$ cat src/rtl/pipeline_hazard_ctrl.sv
// Stall/flush sequencer for the 5-stage pipeline: load-use bubbles, branch squash,
// and freeze sequencing around the multi-cycle mul/div unit in EX.
module pipeline_hazard_ctrl #(
    parameter int MD_TIMEOUT = 64,
    parameter int CNT_W      = 16
) (
    input  logic             clk_i,
    input  logic             rst_i,
    input  logic [4:0]       ID_rs1_i,
    input  logic [4:0]       ID_rs2_i,
    input  logic             EX_MemRead_i,
    input  logic [4:0]       EX_Rd_i,
    input  logic             EX_muldiv_i,
    input  logic             branch_taken_i,
    input  logic             md_done_i,
    output logic             PC_write_o,
    output logic             IFID_write_o,
    output logic             IFID_flush_o,
    output logic             IDEX_write_o,
    output logic             IDEX_bubble_o,
    output logic             EXMEM_bubble_o,
    output logic             md_start_o,
    output logic             md_error_o,
    output logic [CNT_W-1:0] stall_cnt_o
);

    localparam int TMO_W = $clog2(MD_TIMEOUT) + 1;

    typedef enum logic [1:0] {
        RUN     = 2'd0,
        MD_BUSY = 2'd1,
        MD_DONE = 2'd2
    } state_t;

    state_t             r_state;
    state_t             w_next;
    logic [TMO_W-1:0]   r_tmo;
    logic               r_err;
    logic [CNT_W-1:0]   r_stallCnt;
    logic               w_loadUse;
    logic               w_tmoHit;
    logic               w_launch;
    logic               w_setErr;

    assign w_loadUse = EX_MemRead_i && (EX_Rd_i != 5'd0) &&
                       ((EX_Rd_i == ID_rs1_i) || (EX_Rd_i == ID_rs2_i));
    assign w_tmoHit  = (r_tmo == TMO_W'(MD_TIMEOUT - 1));

    // MD_DONE shares the RUN hazard logic but never relaunches the instruction still in EX.
    always_comb begin
        PC_write_o     = 1'b1;
        IFID_write_o   = 1'b1;
        IFID_flush_o   = 1'b0;
        IDEX_write_o   = 1'b1;
        IDEX_bubble_o  = 1'b0;
        EXMEM_bubble_o = 1'b0;
        md_start_o     = 1'b0;
        w_launch       = 1'b0;
        w_setErr       = 1'b0;
        w_next         = r_state;
        case (r_state)
            MD_BUSY: begin
                PC_write_o     = 1'b0;
                IFID_write_o   = 1'b0;
                IDEX_write_o   = 1'b0;
                EXMEM_bubble_o = 1'b1;
                if (md_done_i) begin
                    w_next = MD_DONE;
                end else if (w_tmoHit) begin
                    w_setErr = 1'b1;
                    w_next   = MD_DONE;
                end
            end
            default: begin
                w_next = RUN;
                if (EX_muldiv_i && (r_state == RUN)) begin
                    w_launch       = 1'b1;
                    md_start_o     = 1'b1;
                    PC_write_o     = 1'b0;
                    IFID_write_o   = 1'b0;
                    IDEX_write_o   = 1'b0;
                    EXMEM_bubble_o = 1'b1;
                    w_next         = MD_BUSY;
                end else if (w_loadUse) begin
                    PC_write_o    = 1'b0;
                    IFID_write_o  = 1'b0;
                    IDEX_bubble_o = 1'b1;
                end else if (branch_taken_i) begin
                    IFID_flush_o = 1'b1;
                end
            end
        endcase
    end

    always_ff @(posedge clk_i or posedge rst_i) begin
        if (rst_i) begin
            r_state    <= RUN;
            r_tmo      <= '0;
            r_err      <= 1'b0;
            r_stallCnt <= '0;
        end else begin
            r_state <= w_next;
            if (w_launch) begin
                r_tmo <= '0;
            end else if (r_state == MD_BUSY) begin
                r_tmo <= r_tmo + TMO_W'(1);
            end
            if (w_setErr) begin
                r_err <= 1'b1;
            end
            // Saturate rather than wrap so long runs never report a small count.
            if (!PC_write_o && (r_stallCnt != '1)) begin
                r_stallCnt <= r_stallCnt + CNT_W'(1);
            end
        end
    end

    assign md_error_o  = r_err;
    assign stall_cnt_o = r_stallCnt;

endmodule
$ cat config.mk
export PLATFORM = sky130hd
export DESIGN_NAME = pipeline_hazard_ctrl
export DESIGN_NICKNAME = d
export VERILOG_FILES = /design/src/rtl/pipeline_hazard_ctrl.sv
export SDC_FILE = /design/constraint.sdc
export NUM_CORES = 1
export LEC_CHECK = 0
export BUFFER_PORTS_ARGS = -buffer_cell sky130_fd_sc_hd__buf_2
export CORE_MARGIN = 5
export CORE_UTILIZATION = 54
export DETAILED_ROUTE_END_ITERATION = 12
export GPL_TIMING_DRIVEN = 0
export MAX_ROUTING_LAYER = met4
export PLACE_DENSITY = 0.84
export SLEW_MARGIN = 30
export SYNTH_ARGS = -nofsm -noshare
export SYNTH_HDL_FRONTEND = slang
export SYNTH_SLANG_ARGS = --single-unit
$ cat constraint.sdc
create_clock -name clk_i -period 3.7 [get_ports clk_i]
set_input_delay 0.37 -clock clk_i [delete_from_list [all_inputs] [get_ports clk_i]]
set_output_delay 0.37 -clock clk_i [all_outputs]
set_load 0.05 [all_outputs]
==> run_summary.xml <==
<?xml version="1.0" encoding="UTF-8"?>
<metrics>
  <group name="synthesis">
    <metric name="synth.cell_area" unit="mm²">0.00143</metric>
    <metric name="synth.ff_latch_count" unit="">26</metric>
    <metric name="synthesis.nets" unit="">158</metric>
    <metric name="ys_seq_area_share" unit="%">45.6</metric>
    <metric name="syn-mean-instance-area" unit="µm²">10.6</metric>
    <metric name="syn-instance-count" unit="">135</metric>
    <metric name="ys_warn_count" unit="">0</metric>
    <metric name="yosysUniqueCellTypes" unit="">35</metric>
  </group>
  <group name="sta">
    <metric name="finalSetupTns" unit="ps">0</metric>
    <metric name="finalWorstPathRequiredPeriod" unit="ps">2180</metric>
    <metric name="tightest_slew" unit="ps">525</metric>
    <metric name="setup_viol" unit="">0</metric>
    <metric name="final-hold-violation-count" unit="">0</metric>
    <metric name="rsz0062_at_grt" unit="">no</metric>
    <metric name="final_max_slew_violation_count" unit="">0</metric>
    <metric name="max_slew_margin" unit="%">65.0</metric>
    <metric name="fmaxAchievable" unit="MHz">459</metric>
    <metric name="finalCritPeriodShare" unit="%">58.9</metric>
    <metric name="fin_worst_skew" unit="ps">1.22</metric>
  </group>
  <group name="power_and_ir_drop">
    <metric name="ir_worst_vdd" unit="mV">0.550</metric>
    <metric name="leakagePower" unit="nW">0.851</metric>
    <metric name="power_per_cell_area" unit="mW/mm²">597</metric>
  </group>
  <group name="final_layout">
    <metric name="final_util" unit="%">68.8</metric>
    <metric name="num_antenna_cells" unit="">0</metric>
    <metric name="fill_cell_instance_count_of_the_final_layout" unit="">206</metric>
    <metric name="final_layout_size_suffix_gt1_share" unit="%">34.4</metric>
    <metric name="areaGrowthSynthToFinish" unit="%">20.6</metric>
    <metric name="layout.cells.non_filler" unit="">213</metric>
    <metric name="layout.nets" unit="">207</metric>
  </group>
  <group name="cts">
    <metric name="cts_made_buffers" unit="">3</metric>
    <metric name="cts_tree" unit="">built</metric>
    <metric name="post-cts-setup-buffer-count" unit="">0</metric>
    <metric name="clock_latency" unit="ps">320</metric>
    <metric name="post_cts_resize_count" unit="">0</metric>
    <metric name="ctsHtreeMaxLevel" unit="">1</metric>
    <metric name="clock_path_buffers" unit="">2</metric>
    <metric name="post_cts_hold_buffer_count" unit="">0</metric>
    <metric name="root_buffer" unit="">sky130_fd_sc_hd__clkbuf_4</metric>
    <metric name="worst_path_clk_slew" unit="ps">130</metric>
    <metric name="clock_sink_count" unit="">26</metric>
  </group>
  <group name="floorplan">
    <metric name="io_pins" unit="">45</metric>
    <metric name="die-height" unit="µm">61.4</metric>
    <metric name="die_area" unit="mm²">0.00377</metric>
    <metric name="die_width" unit="µm">61.4</metric>
    <metric name="fp-row-count" unit="">18</metric>
    <metric name="core" unit="mm²">0.00250</metric>
    <metric name="initial_utilization" unit="%">57.1</metric>
  </group>
  <group name="grt">
    <metric name="grt_first_pass_wirelength" unit="µm">5090</metric>
    <metric name="grtUsageTotal" unit="%">18.5</metric>
    <metric name="overflow" unit="">0</metric>
    <metric name="grt_antenna_before_repair" unit="">0</metric>
    <metric name="pin_count_of_the_biggest_net_entering_global_routing" unit="">27</metric>
    <metric name="first_global_vias" unit="">1208</metric>
  </group>
  <group name="worst_hold_path">
    <metric name="min-delay-path-class" unit="">input port to async pin</metric>
  </group>
  <group name="critical_path">
    <metric name="cp_data_arrival_time" unit="ps">1810</metric>
    <metric name="critical_path.reg2reg.startpoint" unit="">stall_cnt_o[0]$_DFFE_PP0P_</metric>
    <metric name="setup.worst_path.class" unit="">input port to primary output</metric>
    <metric name="rr_worst_depth" unit="">8</metric>
    <metric name="worst_ep_required_time" unit="ps">3330</metric>
    <metric name="worst-path-max-fanout" unit="">7</metric>
    <metric name="setup.worst_path.end_class" unit="">primary output</metric>
    <metric name="crit_path_start_kind" unit="">input port</metric>
    <metric name="cp-startpoint" unit="">EX_Rd_i[1]</metric>
  </group>
  <group name="job">
    <metric name="timing.max_cap.violations" unit="">0</metric>
  </group>
  <group name="place">
    <metric name="dp.cells" unit="">209</metric>
    <metric name="port-buffer-count" unit="">44</metric>
    <metric name="place.detailed.hpwl" unit="µm">2390</metric>
    <metric name="place_congestion" unit="">0.795</metric>
  </group>
  <group name="drt">
    <metric name="number_of_violations_reported_at_the_end_of_detailed_routing_iteration_0" unit="">46</metric>
    <metric name="remaining_drc_errors" unit="">0</metric>
    <metric name="drtAntennaViolNets" unit="">0</metric>
    <metric name="average_wire_per_cell_in_the_routed_design" unit="µm">14.3</metric>
    <metric name="detailroute.via_count" unit="">1183</metric>
    <metric name="vias_per_std_cell" unit="">5.55</metric>
    <metric name="firstDrtPassIters" unit="">4</metric>
    <metric name="wl" unit="µm">3040</metric>
  </group>
  <group name="outcome">
    <metric name="status" unit="">completed</metric>
  </group>
</metrics>
cells in the mapped netlist:
cell type                  instances  area [µm²]
sky130_fd_sc_hd__a21o_1            1        7.51
sky130_fd_sc_hd__nand2_1          10        37.5
sky130_fd_sc_hd__buf_6             1        11.3
sky130_fd_sc_hd__or4_4             1        11.3
sky130_fd_sc_hd__nor3_1            2        10.0
sky130_fd_sc_hd__nor2_1           12        45.0
sky130_fd_sc_hd__nand3_1          10        50.1
sky130_fd_sc_hd__nor3_2            3        30.0
sky130_fd_sc_hd__mux2_1            1        11.3
sky130_fd_sc_hd__o21a_1            1        7.51
sky130_fd_sc_hd__and3_1            4        25.0
sky130_fd_sc_hd__o31ai_1           3        22.5
sky130_fd_sc_hd__and2_1            2        12.5
sky130_fd_sc_hd__xnor2_1          11        96.3
sky130_fd_sc_hd__and4_1            2        17.5
sky130_fd_sc_hd__mux2_4            2        30.0
sky130_fd_sc_hd__o21ai_0           3        15.0
sky130_fd_sc_hd__o21ai_4           1        16.3
sky130_fd_sc_hd__dfrtp_1          26         651
sky130_fd_sc_hd__and4_4            1        11.3
sky130_fd_sc_hd__nand4_2           1        12.5
sky130_fd_sc_hd__buf_4             1        7.51
sky130_fd_sc_hd__or4_1             1        7.51
sky130_fd_sc_hd__ha_1              2        25.0
sky130_fd_sc_hd__nand4_1           7        43.8
sky130_fd_sc_hd__nand2b_1          1        6.26
sky130_fd_sc_hd__o21ai_1           3        15.0
sky130_fd_sc_hd__o211ai_1          2        15.0
sky130_fd_sc_hd__inv_1             4        15.0
sky130_fd_sc_hd__xor2_1           11        96.3
sky130_fd_sc_hd__o31ai_4           1        21.3
sky130_fd_sc_hd__o21a_4            1        15.0
sky130_fd_sc_hd__a22o_1            1        8.76
sky130_fd_sc_hd__nor2b_1           1        6.26
sky130_fd_sc_hd__a22oi_2           1        12.5
layout make-up:
type / count / area, µm² / area share, %
Tap cell: 30 / 37.5 / 2.18
Clock buffer: 4 / 36.3 / 2.11
Timing Repair Buffer: 44 / 220 / 12.8
Multi-Input combinational cell: 103 / 742 / 43.1
Inverter: 4 / 15.0 / 0.873
Sequential cell: 26 / 651 / 37.8
Buffer: 2 / 18.8 / 1.09
power breakdown:
part / internal (W) / switching (W) / total [W]
clock: 0.0000601 / 0.0000817 / 0.000142
sequential: 0.000344 / 0.0000723 / 0.000416
combinational: 0.000138 / 0.000332 / 0.000470
total: 0.000542 / 0.000486 / 0.00103
critical path, stage by stage:
cell	delay, ps
sky130_fd_sc_hd__buf_2	130
sky130_fd_sc_hd__or4_4	540
sky130_fd_sc_hd__o21ai_4	210
sky130_fd_sc_hd__o21a_4	190
sky130_fd_sc_hd__and2_1	120
sky130_fd_sc_hd__buf_2	250
layer usage:
| metal | wire length [µm] | up-vias | track usage [%] |
|---|---|---|---|
| li1 | - | 579 | - |
| met1 | 1270 | 580 | 21.9 |
| met2 | 1630 | 22 | 32.2 |
| met3 | 112 | 2 | 4.40 |
| met4 | 19 | 0 | 3.64 |
| met5 | 0 | - | - |
logic make-up (layout without fill, tap and decap cells):
group	after synthesis	after routing	share of synthesized area [%]
adders and majority gates	2	2	1.75
muxes	3	3	2.89
DFF	26	26	45.6
buffers and inverters	6	54	2.37
and+or+nand+nor	58	58	22.9
AOI/OAI and AO/OA	18	18	11.0
xor gates and xnor gates	22	22	13.5
path summary, 6_finish.rpt:
kind                                         endpoint  slack [ps]
max                                      IFID_flush_o        1520
min                              r_tmo[6]$_DFFE_PP0P_          70
max reg2reg                stall_cnt_o[3]$_DFFE_PP0P_        1630
min reg2reg                    md_error_o$_DFFE_PP0P_         470
max in group asynchronous  stall_cnt_o[0]$_DFFE_PP0P_        3290
min in group clk_i             r_state[0]$_DFFE_PP0P_         260
registers in the layout, indices dropped and copies added, names as in the netlist:
name and count:
stall_cnt_o 16, md_error_o 1, r_state 2, r_tmo 7
layout by cell type (no fill, tap or decap), types with 2 or more instances in the layout:
cell type and n:
sky130_fd_sc_hd__nor3_1 2, sky130_fd_sc_hd__o31ai_1 3, sky130_fd_sc_hd__and4_1 2, sky130_fd_sc_hd__nand3_1 10
sky130_fd_sc_hd__o211ai_1 2, sky130_fd_sc_hd__nand2_1 10, sky130_fd_sc_hd__nor2_1 12, sky130_fd_sc_hd__o21ai_1 3
sky130_fd_sc_hd__ha_1 2, sky130_fd_sc_hd__xor2_1 11, sky130_fd_sc_hd__buf_2 44, sky130_fd_sc_hd__inv_1 3
sky130_fd_sc_hd__and3_1 4, sky130_fd_sc_hd__clkbuf_4 3, sky130_fd_sc_hd__mux2_4 2, sky130_fd_sc_hd__and2_1 2
sky130_fd_sc_hd__nor3_2 3, sky130_fd_sc_hd__xnor2_1 11, sky130_fd_sc_hd__nand4_1 7, sky130_fd_sc_hd__o21ai_0 3
sky130_fd_sc_hd__dfrtp_1 26
per-stage QoR:
| step | hold WS [ps] | instance area [µm²] | setup slack, ps | total power [W] |
|---|---|---|---|---|
| final | 69.0 | 1720 | 1520 | 0.00103 |
| after global routing | 92.6 | 1720 | 1460 | 0.00109 |
| after CTS | 257 | 1720 | 1520 | 0.00104 |
| after detailed placement | 448 | 1680 | 1520 | 0.000894 |
| after global placement | 437 | 1680 | 1540 | 0.000876 |
| after floorplan | 410 | 1430 | 967 | 0.000774 |
No activity file was read; power rests on OpenSTA's default activity.
